[src/rtl/performance_counter_bank.sv]
// Memory-mapped bank of wide event counters with sticky overflow, maskable interrupt
// and an atomic low-word/shadow-high-word read scheme for counters wider than 32 bits.
module performance_counter_bank #(
    parameter int          NUM_COUNTERS  = 8,
    parameter int          COUNTER_WIDTH = 48,
    parameter logic [31:0] BASE_ADDRESS  = 32'h0
) (
    input  logic                    clk,
    input  logic                    reset_n,
    input  logic [NUM_COUNTERS-1:0] perf_events,
    input  logic [31:0]             io_address,
    input  logic                    io_write_en,
    input  logic [31:0]             io_write_data,
    input  logic                    io_read_en,
    output logic [31:0]             io_read_data,
    output logic                    perf_overflow_irq
);

    localparam int          HI_W     = COUNTER_WIDTH - 32;
    localparam logic [31:0] CNT_SPAN = 32'(8 * NUM_COUNTERS);

    logic                     global_en_q, global_en_d;
    logic [NUM_COUNTERS-1:0]  enable_q, enable_d;
    logic [NUM_COUNTERS-1:0]  ovf_q, ovf_d;
    logic [NUM_COUNTERS-1:0]  irq_mask_q, irq_mask_d;
    logic [COUNTER_WIDTH-1:0] cnt_q [NUM_COUNTERS];
    logic [COUNTER_WIDTH-1:0] cnt_d [NUM_COUNTERS];
    logic [HI_W-1:0]          shadow_q, shadow_d;
    logic [31:0]              rd_data_q, rd_data_d;
    logic                     irq_q, irq_d;

    logic [31:0]              offset;
    logic [31:0]              cnt_off;
    logic                     sel_ctrl, sel_enable, sel_ovf, sel_mask, in_cnt;
    logic [NUM_COUNTERS-1:0]  hit_lo, hit_hi;
    logic [NUM_COUNTERS-1:0]  wr_lo, wr_hi, ovf_set, ovf_w1c;
    logic                     clear_all;
    logic [31:0]              rd_value;

    // Each counter owns an 8-byte slot starting at 0x10: low word, then high word.
    always_comb begin
        offset     = io_address - BASE_ADDRESS;
        cnt_off    = offset - 32'h10;
        sel_ctrl   = (offset == 32'h00);
        sel_enable = (offset == 32'h04);
        sel_ovf    = (offset == 32'h08);
        sel_mask   = (offset == 32'h0C);
        in_cnt     = (offset[1:0] == 2'b00) && (offset >= 32'h10) && (cnt_off < CNT_SPAN);
        hit_lo     = '0;
        hit_hi     = '0;
        for (int i = 0; i < NUM_COUNTERS; i++) begin
            hit_lo[i] = in_cnt && !cnt_off[2] && (cnt_off[31:3] == 29'(i));
            hit_hi[i] = in_cnt &&  cnt_off[2] && (cnt_off[31:3] == 29'(i));
        end
    end

    // Read path sees only pre-write state, so a coincident write never leaks into the data.
    always_comb begin
        rd_value = '0;
        shadow_d = shadow_q;
        if (sel_ctrl) begin
            rd_value[0] = global_en_q;
        end
        if (sel_enable) begin
            rd_value[NUM_COUNTERS-1:0] = enable_q;
        end
        if (sel_ovf) begin
            rd_value[NUM_COUNTERS-1:0] = ovf_q;
        end
        if (sel_mask) begin
            rd_value[NUM_COUNTERS-1:0] = irq_mask_q;
        end
        if (|hit_hi) begin
            rd_value[HI_W-1:0] = shadow_q;
        end
        for (int i = 0; i < NUM_COUNTERS; i++) begin
            if (hit_lo[i]) begin
                rd_value = cnt_q[i][31:0];
                if (io_read_en) begin
                    shadow_d = cnt_q[i][COUNTER_WIDTH-1:32];
                end
            end
        end
        rd_data_d = io_read_en ? rd_value : rd_data_q;
    end

    // Per-counter priority: clear-all, then software load, then event increment.
    always_comb begin
        clear_all   = io_write_en && sel_ctrl && io_write_data[1];
        global_en_d = (io_write_en && sel_ctrl)   ? io_write_data[0] : global_en_q;
        enable_d    = (io_write_en && sel_enable) ? io_write_data[NUM_COUNTERS-1:0] : enable_q;
        irq_mask_d  = (io_write_en && sel_mask)   ? io_write_data[NUM_COUNTERS-1:0] : irq_mask_q;
        ovf_w1c     = (io_write_en && sel_ovf)    ? io_write_data[NUM_COUNTERS-1:0] : '0;
        wr_lo       = io_write_en ? hit_lo : '0;
        wr_hi       = io_write_en ? hit_hi : '0;
        ovf_set     = '0;
        for (int i = 0; i < NUM_COUNTERS; i++) begin
            cnt_d[i] = cnt_q[i];
            if (clear_all) begin
                cnt_d[i] = '0;
            end else if (wr_lo[i]) begin
                cnt_d[i][31:0] = io_write_data;
            end else if (wr_hi[i]) begin
                cnt_d[i][COUNTER_WIDTH-1:32] = io_write_data[HI_W-1:0];
            end else if (global_en_q && enable_q[i] && perf_events[i]) begin
                cnt_d[i]   = cnt_q[i] + 1'b1;
                ovf_set[i] = &cnt_q[i];
            end
        end
        ovf_d = (ovf_q & ~ovf_w1c) | ovf_set;
        irq_d = |(ovf_d & irq_mask_d);
    end

    always_ff @(posedge clk or negedge reset_n) begin
        if (!reset_n) begin
            global_en_q <= 1'b0;
            enable_q    <= '0;
            ovf_q       <= '0;
            irq_mask_q  <= '0;
            shadow_q    <= '0;
            rd_data_q   <= '0;
            irq_q       <= 1'b0;
            for (int i = 0; i < NUM_COUNTERS; i++) begin
                cnt_q[i] <= '0;
            end
        end else begin
            global_en_q <= global_en_d;
            enable_q    <= enable_d;
            ovf_q       <= ovf_d;
            irq_mask_q  <= irq_mask_d;
            shadow_q    <= shadow_d;
            rd_data_q   <= rd_data_d;
            irq_q       <= irq_d;
            for (int i = 0; i < NUM_COUNTERS; i++) begin
                cnt_q[i] <= cnt_d[i];
            end
        end
    end

    assign io_read_data      = rd_data_q;
    assign perf_overflow_irq = irq_q;

endmodule

[config.mk]
export PLATFORM = sky130hd
export DESIGN_NAME = performance_counter_bank
export DESIGN_NICKNAME = d
export VERILOG_FILES = /design/src/rtl/performance_counter_bank.sv
export SDC_FILE = /design/constraint.sdc
export NUM_CORES = 2
export LEC_CHECK = 0
export ABC_AREA = 1
export CAP_MARGIN = 5
export CORE_AREA = 2 2 219 329
export CTS_CLUSTER_DIAMETER = 80
export CTS_CLUSTER_SIZE = 10
export DETAILED_ROUTE_END_ITERATION = 16
export DIE_AREA = 0 0 221 331
export PLACE_DENSITY_LB_ADDON = 0.3
export SYNTH_ARGS = -nofsm -noshare
export SYNTH_HDL_FRONTEND = slang
export SYNTH_SLANG_ARGS = --single-unit
[constraint.sdc]
create_clock -name clk -period 5.21 [get_ports clk]
set_input_delay 1.042 -clock clk [delete_from_list [all_inputs] [get_ports clk]]
set_output_delay 1.042 -clock clk [all_outputs]
set_load 0.005 [all_outputs]
# [Yosys cells after proc, flatten, opt, wreduce, memory -nomap -nowiden]
# Index checks and enable logic that the tools add are counted.
[totals] ff_bits=458 input_bits=76 out_inout_bits=33
[op_classes] addsub=9 magnitude_cmp=2 n_eq_ne=26 n_mux=113 bitwise_logic=4 n_reduce_logical=87
[op_table] operator="32-bit two-way mux" n=24
[op_table] operator="48-bit two-way mux" n=16
[op_table] operator="16-bit two-way mux" n=33
[op_table] operator="48-bit by 1-bit adder with 48-bit output (second input constant)" n=8
[op_table] operator="48-bit AND reduction" n=8
[op_table] operator="29-bit by 3-bit == test with 1-bit output (second input constant)" n=4
[op_table] operator="32-bit by 4-bit == test with 1-bit output (second input constant)" n=2
[op_table] operator="29-bit by 2-bit == test with 1-bit output (second input constant)" n=2
[op_table] operator="8-bit two-way mux" n=7
[op_table] operator="3-bit nonzero test" n=16
[op_table] operator="1-bit logical AND" n=41
[op_table] operator="1-bit two-way mux" n=33
[op_table] operator="32-bit by 3-bit == test with 1-bit output (second input constant)" n=1
[op_table] operator="32-bit by 5-bit greater-or-equal comparator with 1-bit output (second input constant)" n=1
[op_table] operator="32-bit zero test" n=1
[op_table] operator="32-bit by 7-bit < comparator with 1-bit output (second input constant)" n=1
[op_table] operator="2-bit AND reduction" n=16
[op_table] operator="32-bit by 5-bit subtractor with 32-bit output (second input constant)" n=1
[op_table] operator="29-bit by 1-bit == test with 1-bit output (second input constant)" n=1
[op_table] operator="29-bit zero test" n=1
[op_table] operator="3-bit by 2-bit inequality test with 1-bit output (second input constant)" n=8
[op_table] operator="8-bit AND" n=2
[op_table] operator="2-bit by 1-bit inequality test with 1-bit output (second input constant)" n=8
[op_table] operator="8-bit OR reduction" n=2
[op_table] operator="other kinds (4)" n=4

# [Depth between registers and ports, before layout]
[logic_depth] ltp_word=20 mapped_depth=27 mapped_depth_nobuf=26

# [Worst setup path before layout]
# No wires, ideal clock.
[synth_timing] kind="input -> register" start="in io_address[4]" end="reg cnt_q[190] (netlist bit)" setup_time_ps=130 arrival_ps=3438 setup_slack_ps=1642 cell_stages=19 n_path_buf=2 cell_sequence="inv_2 > ha_1 > nand2_2 > nor2_4 > nand3_1 > nand2_1 > nand2_1 > nor2_2 > and2_1 > buf_4 > nand2_4 > inv_2 > nand2_1 > nor3_2 > nand2_1 > o211a_2 > buf_2 > o211ai_1 > o21ai_0"
[synth_via] elab_chain_cells=9 elab_cells_between_ends=21 cone_classes="add/sub: 1; order compare: 2; eq/ne: 2; mux: 5; reduce/logical: 11"
[synth_lines] item="start, declared" line="11" source="input logic [31:0] io_address,"
[synth_lines] item="32-bit by 5-bit subtractor with 32-bit output or 32-bit by 5-bit greater-or-equal comparator with 1-bit output (tied branches)" line="43, 48"
[synth_lines] item="32-bit by 7-bit < comparator with 1-bit output or 1-bit logical AND (tied branches)" line="48" source="in_cnt = (offset[1:0] == 2'b00) && (offset >= 32'h10) && (cnt_off < CNT_SPAN);"
[synth_lines] item="1-bit logical AND" line="48"
[synth_lines] item="1-bit logical AND (2 in a row)" line="53" source="hit_hi[i] = in_cnt && cnt_off[2] && (cnt_off[31:3] == 29'(i));"
[synth_lines] item="8-bit two-way mux" line="95" source="wr_hi = io_write_en ? hit_hi : '0;"
[synth_lines] item="16-bit two-way mux" line="103" source="end else if (wr_hi[i]) begin"
[synth_lines] item="16-bit two-way mux" line="101" source="end else if (wr_lo[i]) begin"
[synth_lines] item="48-bit two-way mux" line="99" source="if (clear_all) begin"
[synth_lines] item="end signal, assigned by index" line="135" source="cnt_q[i] <= cnt_d[i];"
[synth_lines] item="end, declared" line="26" source="logic [COUNTER_WIDTH-1:0] cnt_q [NUM_COUNTERS];"
# Parallel ways exist; a longest one is shown, timed or not. The select of a mux whose other input is x is not followed.
# A chain may end at the register's enable or synchronous reset.

# [Final worst setup path]
[layout_timing] start="in io_address[24]" end="reg cnt_q[224] (netlist bit)"
# Same word-level chain as after synthesis.

==> flow_summary.toml <==
[place]
dp.cells = 6297
dpl_worst_slack_ns = 0.0605
place_hpwl_um = 143000
gp_congestion = 1.17
dpl-instance-area_um2 = 38400
io_buffer_count = 108

[cts]
cts.root.buffer_cell = "clkbuf_16"
clockBufferDepth = 3
ctsHtreeMaxLevel = 2
clk_pin_slew_ns = 0.06
clock_latency_ns = 0.69
cts_sinks = 458
tritoncts = "yes"
cts-resized-gates = 0
hold_buffers = 0
cts_buffers = 53
cts_setup_buffers = 0

[power]
power.total_mw = 7.63
power.density_nw_per_um2 = 191
ir_worst_vdd_mv = 0.269
leakage_nw = 19.9

[floorplan]
start_util_pct = 50.8
ioPinCount = 109
coreArea_um2 = 70100
rows = 119
dieArea_um2 = 73200
die_h_um = 331
fp.dieW_um = 221

[yosys]
yosys_most_used_dff = "dfrtp_1"
synth_area_leaders = "dfrtp_1 32%, nand2_1 14%, xor2_1 8.1%, inv_1 7.3%, o21ai_0 6.6%"
syn-num-nets = 5432
synth_area_um2 = 35600
ys_seq_elements = 458
yosys.area.top_type = "dfrtp_1"
yosysTopAreaCellShare_pct = 32.2
synth_most_common_cell = "nand2_1"
yosysSeqAreaShare_pct = 32.2
ys_types = 53
synthCells = 5346
avgSynthCellArea_um2 = 6.66
synth_common_cells = "1300 x nand2_1, 688 x inv_1, 468 x o21ai_0, 458 x dfrtp_1, 344 x nor2_1"
yosys_warnings = 0
async_flop_share_pct = 100
synth_edf_count = 0

[run_status]
failed_checks = "max-capacitance violations, max-slew violations"
status = "finished, violations left"

[worst_setup_path]
regToRegSetupSlack_ns = 0.76
r2r_start = "cnt_q[129]"
critPathKind = "input pin to register"
cp-start-kind = "input pin"
end_kind = "register"
cp_max_fo = 15
critical_path_required_ns = 5.77
cp.arrival_ns = 5.24
reg2reg_to = "perf_overflow_irq"
reg2reg_depth = 12

[layout]
finalInstanceArea_um2 = 39900
syn2layout_area_growth_pct = 12.1
finalNetCount = 5531
fin_util_pct = 56.9
drive_gt1_share_pct = 6.71
multi_input_area_um2 = 20400
layout.area.seq_um2 = 11500
fill_cells = 6916
instances_no_fill = 6371

[timing]
drv_slew = 10
whs_ns = 0.397
rsz0062_at_grt = "no"
tns_ns = 0
slew_headroom_pct = -0.105
hold_violations = 0
fin_crit_sh_pct = 89.9
fin_worst_skew_ns = 0.0492
fmax_mhz = 213
finalSetupViolCount = 0
fin_ws_ns = 0.524
worst_pin_slew_ns = 1.50
timing.final.crit_period_ns = 4.69

[grt]
grt_usage_pct = 50.7
grt_pass1_wl_um = 269000
grt_pass1_vias = 39600
grt_overflow = 0
grt_max_degree = 103
antenna_found_initial = 20

[detailed_routing]
drc = 0
wl_um = 189000
avgViaCountPerCell = 6.50
ant_nets = 0
first_pass_iters = 6
drtIter0Drc = 5710
drt-wirelength-per-cell_um = 29.7
vias = 41400

[run]
max_cap_violations = 1

[worst_hold_path]
hold_path_class = "input pin to async pin"
[worst max path at each step]
stage | start | slack [ns] | cells after the start | end
final | io_address[24] | 0.52 | 19 | cnt_q[224]
after CTS | io_address[14] | 0.70 | 16 | cnt_q[224]
after global placement | io_address[12] | 0.06 | 19 | cnt_q[225]
after detailed placement | io_address[14] | 0.06 | 16 | cnt_q[234]
after floorplan | io_address[4] | 1.64 | 19 | cnt_q[190]
after global routing | io_address[5] | 0.33 | 19 | cnt_q[224]
[final cells by class]
| class | instances | share of cell area (%) |
|---|---|---|
| Multi-Input combinational cell | 3923 | 51.1 |
| Sequential cell | 458 | 28.7 |
| Inverter | 724 | 6.81 |
| Timing Repair Buffer | 285 | 6.75 |
| Clock buffer | 54 | 3.36 |
| Tap cell | 907 | 2.84 |
| Clock inverter | 7 | 0.335 |
| Antenna cell | 13 | 0.0815 |
[logic make-up after synthesis]
family / after synthesis / share of synthesized area (%)
AO/OA/AOI/OAI: 1039 / 16.4
XOR/XNOR: 349 / 8.58
adder cells (fa/ha/maj): 10 / 0.351
buffers and inverters: 965 / 10.6
flip-flops: 458 / 32.2
multiplexers: 9 / 0.285
AND/OR/NAND/NOR: 2516 / 31.6
[flip-flops by register name (all words and copies together) (netlist names)]
register and cells:
cnt_q 384, io_read_data 32, shadow_q 16, enable_q 8, irq_mask_q 8, ovf_q 8, global_en_q 1, perf_overflow_irq 1
[power by group]
part | total (mW) | internal (mW) | switching (mW)
Clock | 3.57 | 1.88 | 1.69
Combinational | 0.502 | 0.0997 | 0.403
Sequential | 3.56 | 3.56 | 0.0000000294
Total | 7.63 | 5.53 | 2.09
[worst max-delay path: stages]
cell             delay (ns)
clkdlybuf4s50_1        0.59
nor2_1                 0.20
nand2_1                0.10
nor2_1                 0.31
nand3_1                0.13
nand2_1                0.08
nand2_1                0.15
nor2_2                 0.23
nand3_1                0.18
nor2_2                 0.29
nand2_1                0.12
nor2_2                 0.11
buf_4                  0.25
nand2_1                0.34
clkinv_1               0.33
nand2_1                0.13
nand2_1                0.14
inv_1                  0.24
o21ai_0                0.26
[metal layers]
| metal | wire, µm | up-vias | track usage, % |
|---|---|---|---|
| met1 | 61100 | 19500 | 53.5 |
| met3 | 19800 | 972 | 13.4 |
| met2 | 84200 | 2959 | 80.2 |
| met5 | 75 | - | 0.129 |
| li1 | - | 18000 | - |
| met4 | 24000 | 12 | 53.4 |
[cell usage in the layout, fill, tap and decap left out, drive strengths merged, types with 6 or more instances in the layout]
| master | instances |
|---|---|
| nand2 | 1324 |
| inv | 719 |
| o21ai | 626 |
| dfrtp | 458 |
| nor2 | 370 |
| xor2 | 330 |
| nand3 | 310 |
| o22ai | 226 |
| nand4 | 186 |
| buf | 180 |
| nor3 | 177 |
| nor4 | 126 |
| o211ai | 118 |
| clkdlybuf4s50 | 105 |
| clkbuf | 54 |
| a21oi | 49 |
| xnor2 | 19 |
| diode | 13 |
| ha | 10 |
| or2 | 9 |
| mux2 | 9 |
| clkinv | 9 |
| a31oi | 6 |
Note: power is estimated with default switching activity, not from simulation.
